**config.mk**
```make
export PLATFORM = sky130hd
export DESIGN_NAME = dma_copy_engine
export DESIGN_NICKNAME = d
export VERILOG_FILES = /design/src/rtl/dma_copy_engine.sv
export SDC_FILE = /design/constraint.sdc
export NUM_CORES = 1
export LEC_CHECK = 0
export CORE_MARGIN = 10
export CORE_UTILIZATION = 43
export CTS_CLUSTER_SIZE = 14
export DETAILED_ROUTE_END_ITERATION = 7
export HOLD_SLACK_MARGIN = 0.02
export PLACE_DENSITY = 0.78
export SETUP_SLACK_MARGIN = 0.2
export SLEW_MARGIN = 30
export SYNTH_ARGS = -nofsm -noshare
export SYNTH_HDL_FRONTEND = slang
export SYNTH_SLANG_ARGS = --single-unit
```
**constraint.sdc**
```tcl
create_clock -name clock -period 2.4 [get_ports clock]
set_input_delay 0.24 -clock clock [delete_from_list [all_inputs] [get_ports clock]]
set_output_delay 0.24 -clock clock [all_outputs]
set_load 0.02 [all_outputs]
```
**src/rtl/dma_copy_engine.sv**
```systemverilog
// Single-channel word-copy DMA engine. Stalls the CPU and owns the shared bus
// while a transfer runs; otherwise passes the CPU bus cycles straight through.
module dma_copy_engine #(
    parameter int COUNT_WIDTH = 16
) (
    input  logic                   clock,
    input  logic                   reset,
    input  logic                   read,
    input  logic                   write,
    input  logic                   src_cs,
    input  logic                   dst_cs,
    input  logic                   count_cs,
    input  logic                   control_cs,
    input  logic [31:0]            data_in,
    output logic [31:0]            data_out,
    output logic                   data_out_valid,
    input  logic [31:2]            cpu_address,
    input  logic [31:0]            cpu_data_out,
    input  logic [3:0]             cpu_data_strobes,
    input  logic                   cpu_read,
    input  logic                   cpu_write,
    output logic [31:2]            bus_address,
    output logic [31:0]            bus_data_out,
    output logic [3:0]             bus_data_strobes,
    output logic                   bus_read,
    output logic                   bus_write,
    input  logic [31:0]            bus_data_in,
    output logic                   cpu_hold
);

    typedef enum logic [2:0] {
        IDLE,
        REQUEST,
        READ,
        CAPTURE,
        WRITE
    } state_t;

    state_t                 state;
    logic [31:2]            src_reg;
    logic [31:2]            dst_reg;
    logic [COUNT_WIDTH-1:0] count_reg;
    logic [31:0]            buffer;
    logic                   done;
    logic                   aborted;
    logic                   abort_pending;

    logic                   busy;
    logic                   control_write;
    logic                   start_req;
    logic                   abort_req;
    logic [COUNT_WIDTH-1:0] count_next;

    assign busy          = (state != IDLE);
    assign cpu_hold      = busy;
    assign control_write = write & control_cs;
    assign start_req     = control_write & data_in[0];
    assign abort_req     = control_write & data_in[1];
    assign count_next    = count_reg - COUNT_WIDTH'(1);

    always_ff @(posedge clock) begin
        if (reset) begin
            state         <= IDLE;
            src_reg       <= '0;
            dst_reg       <= '0;
            count_reg     <= '0;
            buffer        <= '0;
            done          <= 1'b0;
            aborted       <= 1'b0;
            abort_pending <= 1'b0;
        end else begin
            // An abort only registers intent; it is acted on when a word finishes.
            if (busy && abort_req) begin
                abort_pending <= 1'b1;
            end

            case (state)
                IDLE: begin
                    if (write && src_cs) begin
                        src_reg <= data_in[31:2];
                    end
                    if (write && dst_cs) begin
                        dst_reg <= data_in[31:2];
                    end
                    if (write && count_cs) begin
                        count_reg <= data_in[COUNT_WIDTH-1:0];
                    end
                    if (start_req) begin
                        aborted <= 1'b0;
                        if (count_reg != '0) begin
                            state         <= REQUEST;
                            done          <= 1'b0;
                            abort_pending <= 1'b0;
                        end else begin
                            done <= 1'b1;
                        end
                    end
                end

                REQUEST: begin
                    state <= READ;
                end

                READ: begin
                    state <= CAPTURE;
                end

                CAPTURE: begin
                    buffer <= bus_data_in;
                    state  <= WRITE;
                end

                WRITE: begin
                    src_reg   <= src_reg + 30'd1;
                    dst_reg   <= dst_reg + 30'd1;
                    count_reg <= count_next;
                    // Natural completion wins over an abort landing on the last word.
                    if (count_next == '0) begin
                        state         <= IDLE;
                        done          <= 1'b1;
                        abort_pending <= 1'b0;
                    end else if (abort_pending || abort_req) begin
                        state         <= IDLE;
                        aborted       <= 1'b1;
                        abort_pending <= 1'b0;
                    end else begin
                        state <= READ;
                    end
                end

                default: begin
                    state <= IDLE;
                end
            endcase
        end
    end

    always_comb begin
        data_out_valid = read & (src_cs | dst_cs | count_cs | control_cs);
        data_out       = '0;
        if (read) begin
            if (control_cs) begin
                data_out = {29'b0, aborted, done, busy};
            end else if (src_cs) begin
                data_out = {src_reg, 2'b00};
            end else if (dst_cs) begin
                data_out = {dst_reg, 2'b00};
            end else if (count_cs) begin
                data_out = {{(32-COUNT_WIDTH){1'b0}}, count_reg};
            end
        end
    end

    always_comb begin
        bus_address      = cpu_address;
        bus_data_out     = cpu_data_out;
        bus_data_strobes = cpu_data_strobes;
        bus_read         = cpu_read;
        bus_write        = cpu_write;
        if (cpu_hold) begin
            bus_address      = (state == WRITE) ? dst_reg : src_reg;
            bus_data_out     = buffer;
            bus_data_strobes = ((state == READ) || (state == WRITE)) ? 4'b1111 : 4'b0000;
            bus_read         = (state == READ);
            bus_write        = (state == WRITE);
        end
    end

endmodule

```
==> qor.yml <==
synthCells: 1155
io_buffers: 241
finalCritPeriodShare_pct: 90.7
die_w_um: 154
synth_edf_count: 0
timing.max_cap.violations: 0
gr-usage-all-layers_pct: 25.3
fp.dieH_um: 154
cp_max_fo: 5
hold_buffers: 0
use_met3_pct: 5.80
path_common_cell: "or4_4"
grt_max_degree: 63
wl_um: 32300
clk_latency_ns: 0.43
startpoint_type: "flip-flop"
ys_seq_elements: 114
dieArea_um2: 23700
first_pass_iters: 6
cp.required_ns: 2.71
dp_hpwl_um: 23300
grt_pass1_wl_um: 49300
p_clk_share_pct: 45.9
pre_cts_ws_ns: 0.0179
r2r-start: "count_reg[0]"
fin_crit_ns: 2.18
cts_tree: "built"
power_density_nw_per_um2: 575
hold_viol: 0
intPower_w: 0.00473
avgSynthCellArea_um2: 6.67
crit_path_end_kind: "flip-flop"
netSwitchingFraction_pct: 28.5
setup_slack_ns: 0.224
drtIter0Drc: 1190
drc_errors: 0
num_vias: 9671
fin_total_pwr_w: 0.00662
slowest_delay_ns: 0.56
grt_pass1_vias: 8758
leakagePower_nw: 4.73
clk_pin_slew_ns: 0.05
synth_warnings: 0
max_freq_ghz: 0.460
arrival_ns: 2.48
tns_ns: 0
largest_register_ffs: 32
met1_usage_pct: 32.6
drive_gt1_share_pct: 13.4
p_sw_w: 0.00189
seq_power_share_pct: 31.9
combPwrFrac_pct: 22.2
ant_nets: 0
ys_types: 68
fin_nets: 1543
fin_util_pct: 66.1
use_met2_pct: 40.0
r2r_cells: 6
antenna_found_initial: 1
clk_path_buf_depth: 2
synth_area_leaders: "dfxtp_1 (30%), nand2_1 (14%), a21oi_1 (7.1%)"
h-tree-depth: 4
overflow: 0
layout_commonest_cell: "nand2_1"
num_rows: 48
critPathSlowestCell: "or4_4"
slew_viol_final: 0
cts_made_buffers: 17
final_cell_mix: "nand2_1 (282), clkdlybuf4s50_1 (137), nor2_1 (117)"
hp-class: "input port to flip-flop"
synth_largest_area_cell: "dfxtp_1"
yosysSeqAreaShare_pct: 29.6
critical_path_class: "flip-flop to flip-flop"
status: "completed"
clock-sinks: 114
avgViaCountPerCell: 5.91
async_flop_share_pct: 0
yosysTopAreaCellShare_pct: 29.6
hold_end: "state[2]"
cts_root_buf: "clkbuf_16"
gp_routability_congestion: 0.983
antenna_cells: 0
slew_headroom_pct: 52.7
fin_skew_ns: 0.00566
synthToLayoutAreaGrowth_pct: 49.4
io_pins: 242
synthFlopType: "dfxtp_1"
busiest_layer: "met2"
tightest_slew_ns: 0.709
vdd_drop_max_uv: 600
reg2reg_to: "state[1]"
wl_per_cell_um: 19.7
cp_cell_sequence: "or4_4 > or4_4 > xnor2_1 > nor4_2 > buf_4 > o32ai_1"
min_from: "reset"
core_area_um2: 17400
syn_nets: 1299
reg2reg_setup_slack_ns: 0.22
hold_ws_ns: 0.0576
initial_core_util_pct: 44.3
finalSetupViolCount: 0
hold_path_depth: 2
rsz0062_at_grt: "yes"
syn-cell-area_um2: 7710
==> power groups by stage <==
stage	Combinational (W)	Clock [W]	Sequential [W]
after floorplan	0.000737	0	0.00209
after global placement	0.00145	0	0.00214
after detailed placement	0.00147	0	0.00214
after CTS	0.00145	0.00304	0.00210
after global routing	0.00158	0.00314	0.00212
final	0.00147	0.00304	0.00211
==> what timing repair did <==
item / 4_1_cts / 5_1_grt
gates cloned: 0 / 1
setup buffers: 0 / 3
pin swaps: 1 / 3
gates resized for setup: 88 / 118
endpoints found under the setup margin: 105 / 93
==> routing by layer <==
metal / vias to the layer above / part of all wire, %
met5: - / 0.050
met2: 554 / 46
met4: 2 / 3.3
li1: 4577 / -
met3: 80 / 9.0
met1: 4458 / 41
==> layout make-up <==
type	count	area, µm²
multi-input combinational	923	5060
clock buffer	18	439
timing repair buffer	330	3120
inverter	13	48.8
tap	225	282
clock inverter	14	259
fill	1463	5900
sequential	114	2300
==> logic make-up after synthesis <==
| group | Yosys count | synth area share (%) |
|---|---|---|
| xor+xnor | 11 | 1.25 |
| mux | 37 | 4.85 |
| buf+inv | 118 | 6.04 |
| fa+ha+maj | 4 | 0.649 |
| compound gates | 271 | 21.5 |
| flops | 114 | 29.6 |
| simple gates | 600 | 36.1 |
==> how the worst max path moves through the flow <==
stage | cells past startpoint | to | slack (ns) | start
floorplan | 8 | state[1] | 0.17 | count_reg[2]
CTS | 6 | bus_data_out[13] | 0.05 | state[2]
detailed placement | 7 | data_out[0] | 0.02 | dst_cs
global placement | 7 | data_out[0] | 0.03 | dst_cs
finish | 6 | state[1] | 0.22 | count_reg[0]
global route | 5 | bus_address[30] | 0.18 | state[0]
==> cell usage after synthesis, drive strengths merged (5+ instances only) <==
library cell and instances:
clkbuf 76, o21ai 63, nor3b 5, xnor2 7
or3 13, inv 12, and4 7, o211ai 7
buf 29, nand2 282, nor4 26, nand4 22
and2 11, a31oi 18, a21oi 109, dfxtp 114
mux2i 34, a221oi 10, or4 7, nor3 33
nor2 120, nand3 37, a311oi 10, and3 21
a211oi 18
==> worst max-delay path, delay by kind of cell, from the launching register on <==
kind | cells | cell delay, ns
xor+xnor | 1 | 0.16
simple gates | 3 | 1.30
flops | 1 | 0.35
compound gates | 1 | 0.07
buf+inv | 1 | 0.19
==> per-stage QoR <==
step                cell area [µm²]  std cells
floorplan                      7720       1155
global route                  11500       1637
detailed placement            10700       1601
finish                        11500       1637
global placement              10700       1601
CTS                           11400       1633
No activity file was read; power rests on OpenSTA's default activity.
